[src/rtl/clock_div_gen.sv]
// clock_div_gen: multi-channel programmable refclk divider with glitch-free period-boundary updates
module clock_div_gen #(
  parameter int NUM_CH    = 2,
  parameter int DIV_W     = 8,
  parameter int RESET_DIV = 4
) (
  input  logic                    refclk,
  input  logic                    rst,
  input  logic [NUM_CH*DIV_W-1:0] div_val,
  input  logic [NUM_CH-1:0]       div_load,
  input  logic [NUM_CH-1:0]       ch_en,
  output logic [NUM_CH-1:0]       clk_out,
  output logic [NUM_CH-1:0]       tick,
  output logic [NUM_CH-1:0]       busy
);
  typedef enum logic [1:0] {STOP, RUN, DRAIN} state_e;
  for (genvar i = 0; i < NUM_CH; i++) begin : g_ch
    state_e           state_q, state_d;
    logic [DIV_W-1:0] cnt_q, cnt_d, act_q, act_d, pend_q, pend_d, ld_val, raw;
    logic [DIV_W:0]   half;
    logic             pend_v_q, pend_v_d, clk_q, clk_d, tick_q, tick_d, running, wrap;
    always_comb begin
      raw      = div_val[i*DIV_W +: DIV_W];
      ld_val   = raw < DIV_W'(2) ? DIV_W'(2) : raw;
      running  = state_q != STOP;
      wrap     = running && cnt_q == act_q - 1'b1;
      // an enable seen at a wrap keeps the channel running, so DRAIN->RUN wins over DRAIN->STOP
      state_d  = !running ? (ch_en[i] ? RUN : STOP) : ch_en[i] ? RUN : wrap ? STOP : DRAIN;
      cnt_d    = (!running || wrap) ? '0 : cnt_q + 1'b1;
      act_d    = !running ? (div_load[i] ? ld_val : act_q)
               : wrap ? (div_load[i] ? ld_val : pend_v_q ? pend_q : act_q) : act_q;
      pend_d   = (running && !wrap && div_load[i]) ? ld_val : pend_q;
      pend_v_d = running && !wrap && (div_load[i] || pend_v_q);
      half     = ({1'b0, act_d} + 1'b1) >> 1;
      clk_d    = state_d != STOP && {1'b0, cnt_d} < half;
      tick_d   = state_d != STOP && cnt_d == '0;
    end
    always_ff @(posedge refclk or posedge rst) begin
      if (rst) begin
        state_q  <= STOP;
        cnt_q    <= '0;
        act_q    <= DIV_W'(RESET_DIV);
        pend_q   <= '0;
        pend_v_q <= 1'b0;
        clk_q    <= 1'b0;
        tick_q   <= 1'b0;
      end else begin
        state_q  <= state_d;
        cnt_q    <= cnt_d;
        act_q    <= act_d;
        pend_q   <= pend_d;
        pend_v_q <= pend_v_d;
        clk_q    <= clk_d;
        tick_q   <= tick_d;
      end
    end
    assign clk_out[i] = clk_q;
    assign tick[i]    = tick_q;
    assign busy[i]    = pend_v_q;
  end
endmodule

[config.mk]
export PLATFORM = sky130hd
export DESIGN_NAME = clock_div_gen
export DESIGN_NICKNAME = d
export VERILOG_FILES = /design/src/rtl/clock_div_gen.sv
export SDC_FILE = /design/constraint.sdc
export NUM_CORES = 1
export LEC_CHECK = 0
export CAP_MARGIN = 20
export CORE_ASPECT_RATIO = 1.75
export CORE_MARGIN = 3
export CORE_UTILIZATION = 29
export CTS_CLUSTER_SIZE = 14
export DETAILED_ROUTE_END_ITERATION = 16
export PLACE_DENSITY = 0.53
export SLEW_MARGIN = 20
export SYNTH_ARGS = -nofsm -noshare
export SYNTH_HDL_FRONTEND = slang
export SYNTH_SLANG_ARGS = --single-unit
export TNS_END_PERCENT = 20
[constraint.sdc]
create_clock -name refclk -period 6.01 [get_ports refclk]
set_input_delay 1.202 -clock refclk [delete_from_list [all_inputs] [get_ports refclk]]
set_output_delay 1.202 -clock refclk [all_outputs]
set_load 0.02 [all_outputs]
# After elaboration in Yosys (flattened, before gate mapping)
# Cells that the tools add are included.
[classes] add_sub_neg=6 n_lt_le_gt_ge=4 n_eq_ne=2 n_mux=22 reduce_logical=26
[op_table] cell="8-bit two-way mux" n=14
[op_table] cell="8-bit by 1-bit adder with 9-bit output (second input constant)" n=2
[op_table] cell="8-bit by 1-bit adder with 8-bit output (second input constant)" n=2
[op_table] cell="8-bit == test" n=2
[op_table] cell="8-bit zero test" n=2
[op_table] cell="8-bit by 2-bit < comparator with 1-bit output (second input constant)" n=2
[op_table] cell="8-bit < comparator" n=2
[op_table] cell="8-bit by 1-bit subtractor with 8-bit output (second input constant)" n=2
[op_table] cell="1-bit logical AND" n=12
[op_table] cell="2-bit two-way mux" n=6
[op_table] cell="2-bit nonzero test" n=4
[op_table] cell="1-bit zero test" n=4
[op_table] cell="1-bit logical OR" n=4
[op_table] cell="1-bit two-way mux" n=2
[totals] regBits=58 input_bits=22 out_inout_bits=6

# Logic depth before layout (Yosys ltp)
[logic_depth] word_depth=8 depth_mapped=23 mapped_depth_nobuf=22

# Least setup slack after synthesis
# No wires, ideal clock.
[synth_path] path_type="register to register" startpoint="register g_ch[1].act_q[3]" endpoint="register g_ch[1].clk_q" arrival_ns=4.473 required_ns=5.885 path_slack_ns=1.412 path_stages_with_launch=22 n_path_buf=1 period_less_slack_ns=4.598 cell_sequence="dfrtp_1 -> buf_6 -> or4_1 -> or4b_1 -> and4_4 -> a211o_4 -> or3_1 -> nor2_1 -> nand2_1 -> o22ai_1 -> a31oi_1 -> ha_1 -> and2_4 -> and2_4 -> xnor2_2 -> ha_1 -> a21o_1 -> a21oi_1 -> nor2b_1 -> o21ai_0 -> nand2b_1 -> a2111oi_0"
[synth_between] elab_chain_cells=8 elab_cells_between_ends=17 classes_between="add/sub (2); order compare (1); eq/ne (1); mux (9); reduce/logical (4)"
[synth_lines] item="start: declaration" line="19" source="logic [DIV_W-1:0] cnt_q, cnt_d, act_q, act_d, pend_q, pend_d, ld_val, raw;"
[synth_lines] item="start signal: assignment" line="42" source="act_q <= DIV_W'(RESET_DIV);"
[synth_lines] item="start signal: assignment" line="50" source="act_q <= act_d;"
[synth_lines] item="8-bit by 1-bit subtractor with 8-bit output" line="26" source="wrap = running && cnt_q == act_q - 1'b1;"
[synth_lines] item="8-bit == test" line="26"
[synth_lines] item="1-bit logical AND" line="26"
[synth_lines] item="8-bit two-way mux" line="31" source=": wrap ? (div_load[i] ? ld_val : pend_v_q ? pend_q : act_q) : act_q;"
[synth_lines] item="8-bit two-way mux" line="30" source="act_d = !running ? (div_load[i] ? ld_val : act_q)"
[synth_lines] item="net g_ch[1].act_d[0]" line="19"
[synth_lines] item="8-bit by 1-bit adder with 9-bit output" line="34" source="half = ({1'b0, act_d} + 1'b1) >> 1;"
[synth_lines] item="8-bit < comparator" line="35" source="clk_d = state_d != STOP && {1'b0, cnt_d} < half;"
[synth_lines] item="1-bit logical AND" line="35"
[synth_lines] item="net g_ch[1].clk_d" line="21" source="logic pend_v_q, pend_v_d, clk_q, clk_d, tick_q, tick_d, running, wrap;"
[synth_lines] item="end signal: assignment" line="53" source="clk_q <= clk_d;"
[synth_lines] item="end: declaration" line="21"
# The timed path passes the listed nets, and every way through them passes these cells.
# A chain may end at the register's enable or synchronous reset.

# Worst setup path in the final report
[layout_path] startpoint="register g_ch[1].act_q[0]" endpoint="register g_ch[1].clk_q"
# Same word-level chain as after synthesis.

==> flow_metrics.py <==
metrics = {
    "outcome": {
        "status": "finished clean",
    },
    "floorplan": {
        "ios": 28,
        "core_area_um2": 13600,
        "fp.dieW_um": 95.9,
        "dieArea_um2": 15600,
        "std_cell_rows": 56,
        "fp.dieH_um": 163,
        "initial_core_util_pct": 30.1,
    },
    "clock_network": {
        "clk_pin_slew_worst_paths_ps": 50,
        "clk_latency_ps": 330,
        "postCtsSetupBuffers": 0,
        "htreeDepth": 3,
        "cts_made_buffers": 9,
        "ctsHoldBuffers": 0,
        "clockRootBuffer": "clkbuf_16",
        "cts_tree": "built",
        "cts_buffer_depth": 2,
        "cts_resized": 0,
        "cts.sinks": 58,
    },
    "drt": {
        "route.layer.met1.wl_mm": 3.83,
        "drtIter0Drc": 125,
        "ant_nets": 0,
        "routedWlPerCell_um": 16.4,
        "wl_met2_mm": 6.07,
        "vias": 3444,
        "top_layer": "met4",
        "drc": 0,
        "viasPerCell": 5.31,
        "met3WireLength_um": 311,
        "finalWirelength_mm": 10.6,
        "drt-pass1-iter-count": 4,
    },
    "timing": {
        "rsz0062_at_grt": "no",
        "tns_ps": 0,
        "worst_pin_slew_ps": 767,
        "skew_ps": 5.76,
        "period_share_pct": 86.9,
        "setup_ws_ps": 786,
        "max_freq_ghz": 0.191,
        "drv_slew": 0,
        "relSlewSlack_pct": 48.9,
        "hold_violations": 0,
        "report.final.setup_viol": 0,
        "layout_min_cycle_time_ps": 5220,
    },
    "placed_design": {
        "placed_cell_area_um2": 4470,
        "gp_congestion": 0.867,
        "post-place-ws_ps": 701,
        "hpwlAfterDp_mm": 8.29,
        "io_buffers": 27,
    },
    "power": {
        "vdd_drop_max_mv": 0.159,
        "powerDensity_nw_per_um2": 354,
        "p_total_mw": 1.68,
        "p_leak_nw": 1.95,
    },
    "worst_setup_path": {
        "endpoint": "g_ch[1].clk_q",
        "slowest_delay_ps": 530,
        "cp-start-kind": "flip-flop",
        "reg2reg_slack_ps": 790,
        "worstPathMaxFanout": 9,
        "path_class": "reg2reg",
        "crit_top_cell": "ha_1",
        "crit_slowest_cell": "a2111oi_0",
        "crit_path_start": "g_ch[1].act_q[0]",
        "worstPathRequired_ps": 6170,
        "worstReg2RegEnd": "g_ch[1].clk_q",
        "worstPathCellList": "inv_1 > ha_1 > nand2b_1 > or4b_1 > and4_4 > a32oi_1 > nand2_1 > nor2_1 > nor2_1 > a31oi_1 > o21a_1 > ha_1 > and2_4 > and2_4 > xnor2_2 > ha_1 > a21o_1 > a21oi_1 > nor2b_1 > o21ai_0 > nand2b_1 > a2111oi_0",
        "worstPathArrival_ps": 5390,
        "r2r-start": "g_ch[1].act_q[0]",
        "end_kind": "flip-flop",
        "r2r_cells": 22,
    },
    "logic_synthesis": {
        "synth_top_cell_area_share_pct": 34.2,
        "synthSimpleGateAreaFrac_pct": 21.6,
        "synth_top_family_by_area": "simple AND/OR/NAND/NOR gates",
        "synth_cell_type_count": 63,
        "ys_seq_area_share_pct": 35.5,
        "synth_top_area_cell": "dfrtp_1",
        "ys_top_cells_by_count": "56 x dfrtp_1, 54 x nor2_1, 34 x nand2_1, 21 x xnor2_1, 20 x ha_1",
        "synthMuxAreaShare_pct": 6.38,
        "syn_area_um2": 4100,
        "async_flop_share_pct": 100,
        "syn_inst": 457,
        "synth_most_common_cell": "dfrtp_1",
        "synth_xor_area_share_pct": 8.52,
        "synth-compound-area-share_pct": 17.0,
        "synth_top_flop_cell": "dfrtp_1",
        "ys.warnings.count": 0,
        "synth_nets": 499,
        "synth_fa_ha_area_share_pct": 6.11,
        "synth-seq-cells": 58,
        "synth_edf_count": 0,
        "synthTopCellsByArea": "dfrtp_1 34%, ha_1 6.1%, nor2_1 4.9%",
        "syn_avg_cell_area_um2": 8.97,
    },
    "finish": {
        "n_antenna_cell": 0,
        "fillCellCount": 1412,
        "multi_input_area_um2": 2440,
        "drive_above_1_share_pct": 12.0,
        "syn_to_final_growth_pct": 16.1,
        "seq_area_um2": 1450,
        "layout.nets": 512,
        "stdcell_area_um2": 4760,
    },
    "global_route": {
        "grt_max_degree": 59,
        "grt_use_total_pct": 14.4,
        "grt_overflow": 0,
        "grt_pass1_wl_mm": 17.1,
        "grt_pass1_vias": 3561,
        "antenna_found_initial": 0,
    },
    "worst_hold_path": {
        "hp-class": "reg2reg",
    },
    "flow_run": {
        "cap_violations": 0,
    },
}
-- power by group --
part	internal (mW)	switching (mW)
Combinational	0.291	0.320
Clock	0.312	0.175
Sequential	0.466	0.120
-- routing by layer --
metal | up-vias | GRT usage (%)
met5 | - | 0
met4 | 0 | 8.81
met2 | 83 | 27.5
li1 | 1671 | -
met1 | 1659 | 13.9
met3 | 31 | 1.80
-- worst min path at each step --
stage               cells past startpoint  slack, ps                end         startpoint
floorplan                               2        450  g_ch[0].pend_q[0]  g_ch[0].pend_q[0]
global placement                        2        470  g_ch[0].pend_q[0]  g_ch[0].pend_q[0]
detailed placement                      2        470  g_ch[0].pend_q[1]  g_ch[0].pend_q[1]
CTS                                     2        490  g_ch[0].pend_q[1]  g_ch[0].pend_q[1]
global route                            2        520  g_ch[0].pend_q[1]  g_ch[0].pend_q[1]
finish                                  2        480  g_ch[0].pend_q[1]  g_ch[0].pend_q[1]
-- layout by cell type, fill, tap and decap left out, types with 8 or more instances in the layout --
cell type        Yosys  layout
dfrtp_1             56      56
nor2_1              54      54
nand2_1             34      34
clkdlybuf4s50_1      0      27
xnor2_1             21      21
ha_1                20      20
o21ai_0             18      18
xor2_1              17      17
mux2_2              17      17
nor3_1              16      16
inv_1               17      16
nand3_1             16      16
a21oi_1             14      14
nand2b_1            12      12
clkbuf_16            0       9
a31oi_1              8       8
a21o_1               8       8
-- flip-flops by register name, summed over array words and instances, names as in the netlist --
register and count:
g_ch.pend_q 16, g_ch.cnt_q 16, g_ch.act_q 16, g_ch.clk_q 2, g_ch.pend_v_q 2, g_ch.tick_q 2, g_ch.state_q 4
-- logic make-up (layout without fill, tap and decap cells) --
| logic type | count (synthesis) | after routing |
|---|---|---|
| compound gates | 95 | 95 |
| xor+xnor | 39 | 39 |
| fa+ha+maj | 20 | 20 |
| buf+inv | 45 | 63 |
| flops | 58 | 58 |
| mux | 24 | 24 |
| simple gates | 176 | 176 |
-- worst max-delay path: cells and delay by family (launching register included) --
family | cells | cell delay [ps]
buffers and inverters | 1 | 110
adders and majority gates | 3 | 720
AOI/OAI and AO/OA | 7 | 1790
DFF | 1 | 510
and+or+nand+nor | 10 | 1800
xor gates and xnor gates | 1 | 110
-- through the flow --
step / instances / hold WS (ps) / utilization [%]
after global placement: 633 / 470 / 32.9
after detailed placement: 633 / 473 / 32.9
final: 649 / 481 / 35.0
after floorplan: 457 / 450 / -
after CTS: 649 / 486 / 35.0
after global routing: 649 / 516 / 35.0
-- final cells by class --
class	instances	area share, %
Inverter	17	1.34
Tap cell	174	4.58
Timing Repair Buffer	30	6.15
Clock inverter	2	0.263
Multi-Input combinational cell	354	51.4
Clock buffer	14	5.76
Sequential cell	58	30.6
Power figures use the tool's default switching activity.
